<file path="config.mk">
export PLATFORM = sky130hd
export DESIGN_NAME = vpm_lane_accumulator
export DESIGN_NICKNAME = d
export VERILOG_FILES = /design/src/rtl/vpm_lane_accumulator.sv
export SDC_FILE = /design/constraint.sdc
export NUM_CORES = 1
export LEC_CHECK = 0
export ABC_CLOCK_PERIOD_IN_PS = 4400
export BUFFER_PORTS_ARGS = -buffer_cell sky130_fd_sc_hd__buf_2
export CAP_MARGIN = 25
export CORE_AREA = 2 2 192 335
export DETAILED_ROUTE_END_ITERATION = 12
export DIE_AREA = 0 0 194 337
export PLACE_DENSITY_LB_ADDON = 0.12
export SLEW_MARGIN = 5
export SYNTH_ARGS = -nofsm -noshare
export SYNTH_HDL_FRONTEND = slang
export SYNTH_SLANG_ARGS = --single-unit
</file>
<file path="constraint.sdc">
create_clock -name clk -period 4.4 [get_ports clk]
set_input_delay 0.88 -clock clk [delete_from_list [all_inputs] [get_ports clk]]
set_output_delay 0.88 -clock clk [all_outputs]
set_load 0.02 [all_outputs]
</file>
<file path="src/rtl/vpm_lane_accumulator.sv">
// Per-lane accumulator behind the variable-precision multiplier; drains one lane per beat.
// Optional output clamping to the native lane width when VPM_ACC_SAT_EN is defined.
module vpm_lane_accumulator #(
  parameter int unsigned GUARD = 8
) (
  input  logic                clk,
  input  logic                rst_n,
  input  logic                in_valid,
  output logic                in_ready,
  input  logic [63:0]         in_prod,
  input  logic [1:0]          in_prec,
  input  logic                in_signed,
  input  logic                in_last,
  output logic                out_valid,
  input  logic                out_ready,
  output logic [64+GUARD-1:0] out_data,
  output logic [1:0]          out_lane,
  output logic                out_last,
  output logic                out_sat,
  output logic                err_mode
);

  localparam int unsigned AW = 64 + GUARD;

  typedef enum logic [1:0] {StIdle, StAccum, StDrain} state_e;

  state_e        state_q, state_d;
  logic [AW-1:0] acc_q [4];
  logic [AW-1:0] ext [4];
  logic [3:0]    lane_en;
  logic [1:0]    mode_q;
  logic          signed_q;
  logic [1:0]    lane_q;
  logic          err_q;
  logic          take, bad, acc_en, latch_mode, drain_hs, drain_done;
  logic [1:0]    last_lane;
  logic [AW-1:0] raw, sat_data;
  logic          sat_hit;

  always_comb begin
    last_lane  = (mode_q == 2'b10) ? 2'd3 : (mode_q == 2'b01) ? 2'd1 : 2'd0;
    take       = in_valid & in_ready;
    // prec=11 is never accumulated; in ACCUM any change of mode/signedness is rejected too
    bad        = (in_prec == 2'b11) ||
                 ((state_q == StAccum) && ((in_prec != mode_q) || (in_signed != signed_q)));
    acc_en     = take & ~bad;
    latch_mode = take & ~bad & (state_q == StIdle);
    drain_hs   = out_valid & out_ready;
    drain_done = drain_hs & (lane_q == last_lane);
  end

  // Slice and extend the product word into per-lane addends
  always_comb begin
    for (int k = 0; k < 4; k++) ext[k] = '0;
    lane_en = '0;
    case (in_prec)
      2'b00: begin
        ext[0]  = {{GUARD{in_signed & in_prod[63]}}, in_prod};
        lane_en = 4'b0001;
      end
      2'b01: begin
        for (int k = 0; k < 2; k++) begin
          ext[k] = {{(AW-32){in_signed & in_prod[32*k+31]}}, in_prod[32*k +: 32]};
        end
        lane_en = 4'b0011;
      end
      2'b10: begin
        for (int k = 0; k < 4; k++) begin
          ext[k] = {{(AW-16){in_signed & in_prod[16*k+15]}}, in_prod[16*k +: 16]};
        end
        lane_en = 4'b1111;
      end
      default: ;
    endcase
  end

  always_ff @(posedge clk or negedge rst_n) begin
    if (!rst_n) begin
      state_q <= StIdle;
    end else begin
      state_q <= state_d;
    end
  end

  always_comb begin
    state_d = state_q;
    unique case (state_q)
      StIdle:  if (take && (in_prec != 2'b11)) state_d = in_last ? StDrain : StAccum;
      StAccum: if (take && in_last) state_d = StDrain;
      StDrain: if (drain_done) state_d = StIdle;
      default: state_d = StIdle;
    endcase
  end

  always_ff @(posedge clk or negedge rst_n) begin
    if (!rst_n) begin
      mode_q   <= 2'b00;
      signed_q <= 1'b0;
      lane_q   <= 2'd0;
      err_q    <= 1'b0;
      for (int k = 0; k < 4; k++) acc_q[k] <= '0;
    end else begin
      err_q <= take & bad;
      if (latch_mode) begin
        mode_q   <= in_prec;
        signed_q <= in_signed;
      end
      if (drain_done) begin
        lane_q <= 2'd0;
        for (int k = 0; k < 4; k++) acc_q[k] <= '0;
      end else begin
        if (drain_hs) lane_q <= lane_q + 2'd1;
        if (acc_en) begin
          for (int k = 0; k < 4; k++) begin
            if (lane_en[k]) acc_q[k] <= acc_q[k] + ext[k];
          end
        end
      end
    end
  end

  assign raw = acc_q[lane_q];

`ifdef VPM_ACC_SAT_EN
  logic [AW-1:0] umax, smax, smin;

  always_comb begin
    case (mode_q)
      2'b00:   umax = {{GUARD{1'b0}}, {64{1'b1}}};
      2'b01:   umax = {{(AW-32){1'b0}}, {32{1'b1}}};
      default: umax = {{(AW-16){1'b0}}, {16{1'b1}}};
    endcase
    smax     = umax >> 1;
    smin     = ~smax;
    sat_data = raw;
    sat_hit  = 1'b0;
    if (signed_q) begin
      if ($signed(raw) > $signed(smax)) begin
        sat_data = smax;
        sat_hit  = 1'b1;
      end else if ($signed(raw) < $signed(smin)) begin
        sat_data = smin;
        sat_hit  = 1'b1;
      end
    end else if (raw > umax) begin
      sat_data = umax;
      sat_hit  = 1'b1;
    end
  end
`else
  assign sat_data = raw;
  assign sat_hit  = 1'b0;
`endif

  always_comb begin
    in_ready  = (state_q != StDrain);
    out_valid = (state_q == StDrain);
    out_lane  = lane_q;
    out_last  = out_valid && (lane_q == last_lane);
    out_data  = out_valid ? sat_data : '0;
    out_sat   = out_valid & sat_hit;
    err_mode  = err_q;
  end

endmodule

</file>
==> impl_metrics.toml, run 1 <==
[status]
status = "finished with violations"
violations = "negative setup slack"

[worst_setup_path]
crit_type = "primary input to flop"
cp_max_fo = 23
rrSetupSlack_ns = 0.54
reg2regPathDepth = 15
arrival_ns = 5.05
end_kind = "flop"
crit_required_ns = 4.91
cp-start-kind = "primary input"

[floorplan]
die_w_um = 194
core_um2 = 62900
rows = 122
initial_core_util_pct = 49.2
die_y_um = 337
dieArea_um2 = 65400
num_io_pins = 151

[sta]
relSlewSlack_pct = 45.8
fmaxAchievable_mhz = 221
hold_violations = 0
setup_violations = 10
post-route-period-util_pct = 103
skew_ns = 0.0226
tns_ns = -0.453
worst_pin_slew_ns = 0.813
drv_slew = 0
min_period_ns = 4.53
grt_setup_unrepaired = "true"
setup_ws_ns = -0.133

[synthesis]
ys_seq_area_share_pct = 23.9
synth_flop_cell = "dfrtp_1"
synth_top_area_share_pct = 23.9
netlist.top_cell.by_area = "dfrtp_1"
synth_common_cells = "o21ai_0, a21oi_1, nand2_1, nand3_1, dfrtp_1"
yosys_warnings = 0
synthArstFlopShare_pct = 100
avgSynthCellArea_um2 = 7.93
syn_area_um2 = 31000
ys_ff_latch = 296
synth-edff-count = 0
yosysMostFrequentCell = "o21ai_0"
ys_types = 88
synth_cells = 3903
synth_area_leaders = "dfrtp_1, ha_1, o21ai_0"
synth_fp_nets = 4269

[layout]
area_growth_pct = 41.8
nets = 5314
design_area_um2 = 43900
post_route_cells_drive_above_1_share_pct = 34.5

[global_route]
grt_max_degree = 101
overflow = 0
grt_pass1_vias = 35200
grt_pass1_wl_um = 198000
grt_usage_pct = 39.3
antenna_found_initial = 1

[power]
p_sw_share_pct = 44.8
peakVddDrop_mv = 0.506
p_switching_w = 0.00926
p_per_area_nw_per_um2 = 471
p_leak_nw = 21.1
comb_power_share_pct = 57.9
total_power_w = 0.0207
intPower_w = 0.0114
power.share.sequential_pct = 26.1
power.share.clock_pct = 16.0

[drt]
vias_per_cell = 6.04
drc = 0
wl_per_cell_um = 23.0
drtAntennaViolNets = 0
first_pass_iters = 6
drt_wl_total_um = 133000
drt_iter0_markers = 2215
dr_total_vias = 34900

[place]
postPlaceCellArea_um2 = 40700
place_hpwl_um = 105000
place_congestion = 1.05
io_buffers = 149

[clocking]
numCtsBuffers = 37
htree_levels = 2
clkSlewWorstSetupHoldPaths_ns = 0.06
root_buffer = "clkbuf_16"
cts.path.max_buffers = 3
cts_tree = "yes"
cts_num_sinks = 296
clock_latency_ns = 0.59
postCtsHoldBufs = 0

[hold_path]
hold_path_class = "primary input to asynchronous set/reset pin"

[flow_run]
maxCapViolCount = 0
==> layout by cell type, fill, tap and decap left out, types with 50 or more instances in the layout <==
cell and count:
buf_4 1071, o21ai_0 343, a21oi_1 335, nand2_1 333, nand3_1 315, dfrtp_1 294
ha_1 247, a21o_1 177, nor2_1 166, xnor2_1 152, buf_2 146, and2_1 131
xor2_1 115, nand4_1 88, inv_1 84, mux4_2 72, o21ai_1 65, o21bai_1 59
a21oi_2 50
==> path summary, 6_finish.rpt <==
| check | from | endpoint |
|---|---|---|
| min | rst_n | acc_q[112] |
| max in group asynchronous | rst_n | acc_q[262] |
| max reg2reg | acc_q[74] | acc_q[143] |
| min in group clk | acc_q[215] | acc_q[215] |
| min reg2reg | acc_q[215] | acc_q[215] |
| max | in_prec[1] | acc_q[68] |
==> cell type report <==
cell class / count / area, um2
antenna: 1 / 2.50
clock buffer: 49 / 1030
clock inverter: 15 / 205
fill: 5389 / 19000
inverter: 87 / 355
multi-input combinational: 3257 / 24200
sequential: 296 / 7410
tap: 806 / 1010
timing repair buffer: 1269 / 9680
==> power by group through the flow <==
stage               Clock, W  Sequential (W)  Combinational (W)
floorplan                  0         0.00443            0.00678
global placement           0         0.00532             0.0112
detailed placement         0         0.00534             0.0114
CTS                  0.00334         0.00531             0.0116
global route         0.00342         0.00544             0.0130
finish               0.00331         0.00539             0.0120
==> per-layer routing <==
metal	track usage (%)	part of all wire, %	vias to the layer above
met4	33.5	10	2
met2	71.6	51	1159
li1	-	-	16500
met1	39.8	35	16800
met3	4.67	4.4	511
met5	0	0.0090	-
==> metrics by stage <==
| step | setup WS [ns] | utilization, % | cells | hold WS, ns |
|---|---|---|---|---|
| 3_3_place_gp | -1.13 | 64.8 | 5672 | 0.454 |
| 4_1_cts | -0.0609 | 68.1 | 5752 | 0.340 |
| 2_1_floorplan | -0.314 | - | 3903 | 0.440 |
| 5_1_grt | -0.250 | 69.8 | 5779 | 0.384 |
| 6_report | -0.133 | 69.8 | 5780 | 0.338 |
| 3_5_place_dp | -1.17 | 64.8 | 5672 | 0.469 |
==> flip-flops by register name, indices dropped and copies added (netlist names) <==
| name | count |
|---|---|
| signed_q | 1 |
| state_q | 2 |
| err_mode | 1 |
| mode_q | 2 |
| out_lane | 2 |
| acc_q | 288 |
==> critical path: stages <==
cell and delay, ns:
buf_12 0.12, buf_4 0.13, ha_4 0.20, buf_12 0.16, buf_8 0.14, and2_1 0.17
ha_1 0.33, a21oi_2 0.10, buf_4 0.15, o21ai_1 0.10, nand4_1 0.20, a21oi_4 0.35
o211ai_1 0.25, a211oi_4 0.35, nor3_2 0.09, buf_4 0.16, o31ai_4 0.23, buf_6 0.14
and4_4 0.22, o21ai_2 0.07, a2111o_1 0.41, nand3_1 0.07
==> kinds of logic (layout without fill, tap and decap cells) <==
kind of cell,Yosys count,count (layout),share of synthesized area [%]
compound gates,1345,1345,26.5
xor+xnor,271,271,7.67
fa+ha+maj,294,294,12.0
buf+inv,350,1420,4.28
flops,296,296,23.9
mux,80,80,5.50
other cells,1,2,0.0121
simple gates,1266,1266,20.1
==> repair_timing <==
action,in CTS,in global routing
pin swaps,31,80
gates resized for setup,140,194
cloned,0,1
endpoints found under the setup margin,90,82
setup buffers,16,28
(Power assumes the default switching activity.)
==> run 2: changes to the inputs <==
--- a/config.mk
+++ b/config.mk
@@ -8,10 +8,13 @@
 export ABC_CLOCK_PERIOD_IN_PS = 4400
 export BUFFER_PORTS_ARGS = -buffer_cell sky130_fd_sc_hd__buf_2
 export CAP_MARGIN = 25
-export CORE_AREA = 2 2 192 335
+export CELL_PAD_IN_SITES_DETAIL_PLACEMENT = 2
+export CELL_PAD_IN_SITES_GLOBAL_PLACEMENT = 2
+export CORE_AREA = 2 2 216 378
 export DETAILED_ROUTE_END_ITERATION = 12
-export DIE_AREA = 0 0 194 337
+export DIE_AREA = 0 0 218 380
 export PLACE_DENSITY_LB_ADDON = 0.12
+export REMOVE_ABC_BUFFERS = 1
 export SLEW_MARGIN = 5
 export SYNTH_ARGS = -nofsm -noshare
 export SYNTH_HDL_FRONTEND = slang
==> impl_metrics.toml, run 2 <==
[synthesis]
netlist.top_cell.by_area = "dfrtp_1"
synth_area_leaders = "dfrtp_1, ha_1, o21ai_0"
synthArstFlopShare_pct = 100
synth-edff-count = 0
synth_flop_cell = "dfrtp_1"
ys_seq_area_share_pct = 23.9
yosys_warnings = 0
synth_top_area_share_pct = 23.9
syn_area_um2 = 31000
synth_common_cells = "o21ai_0, a21oi_1, nand2_1, nand3_1, dfrtp_1"
avgSynthCellArea_um2 = 7.93
yosysMostFrequentCell = "o21ai_0"
synth_cells = 3903
ys_ff_latch = 296
ys_types = 88

[floorplan]
initial_core_util_pct = 38.9
die_w_um = 218
num_io_pins = 151
die_y_um = 380
rows = 137

[status]
haltStage = "detailed placement (3_5_place_dp)"
status = "did not finish"
error_line = "[ERROR DPL-0033] detailed placement checks failed during check placement."

[place]
place_congestion = 1.01
io_buffers = 149
place_hpwl_um = 163000
run 2: per-stage QoR:
step | std cells | hold slack [ns] | cell area (um2) | TNS (ns)
floorplan | 3640 | 0.440 | 30000 | -1161.22
global placement | 6005 | 0.467 | 41100 | -110.34
run 2: cells by family after synthesis:
kind of cell    synth area share [%]
compound gates                  26.5
simple gates                    20.1
buf+inv                         4.28
flops                           23.9
fa+ha+maj                       12.0
xor+xnor                        7.67
mux                             5.50
other cells                   0.0121
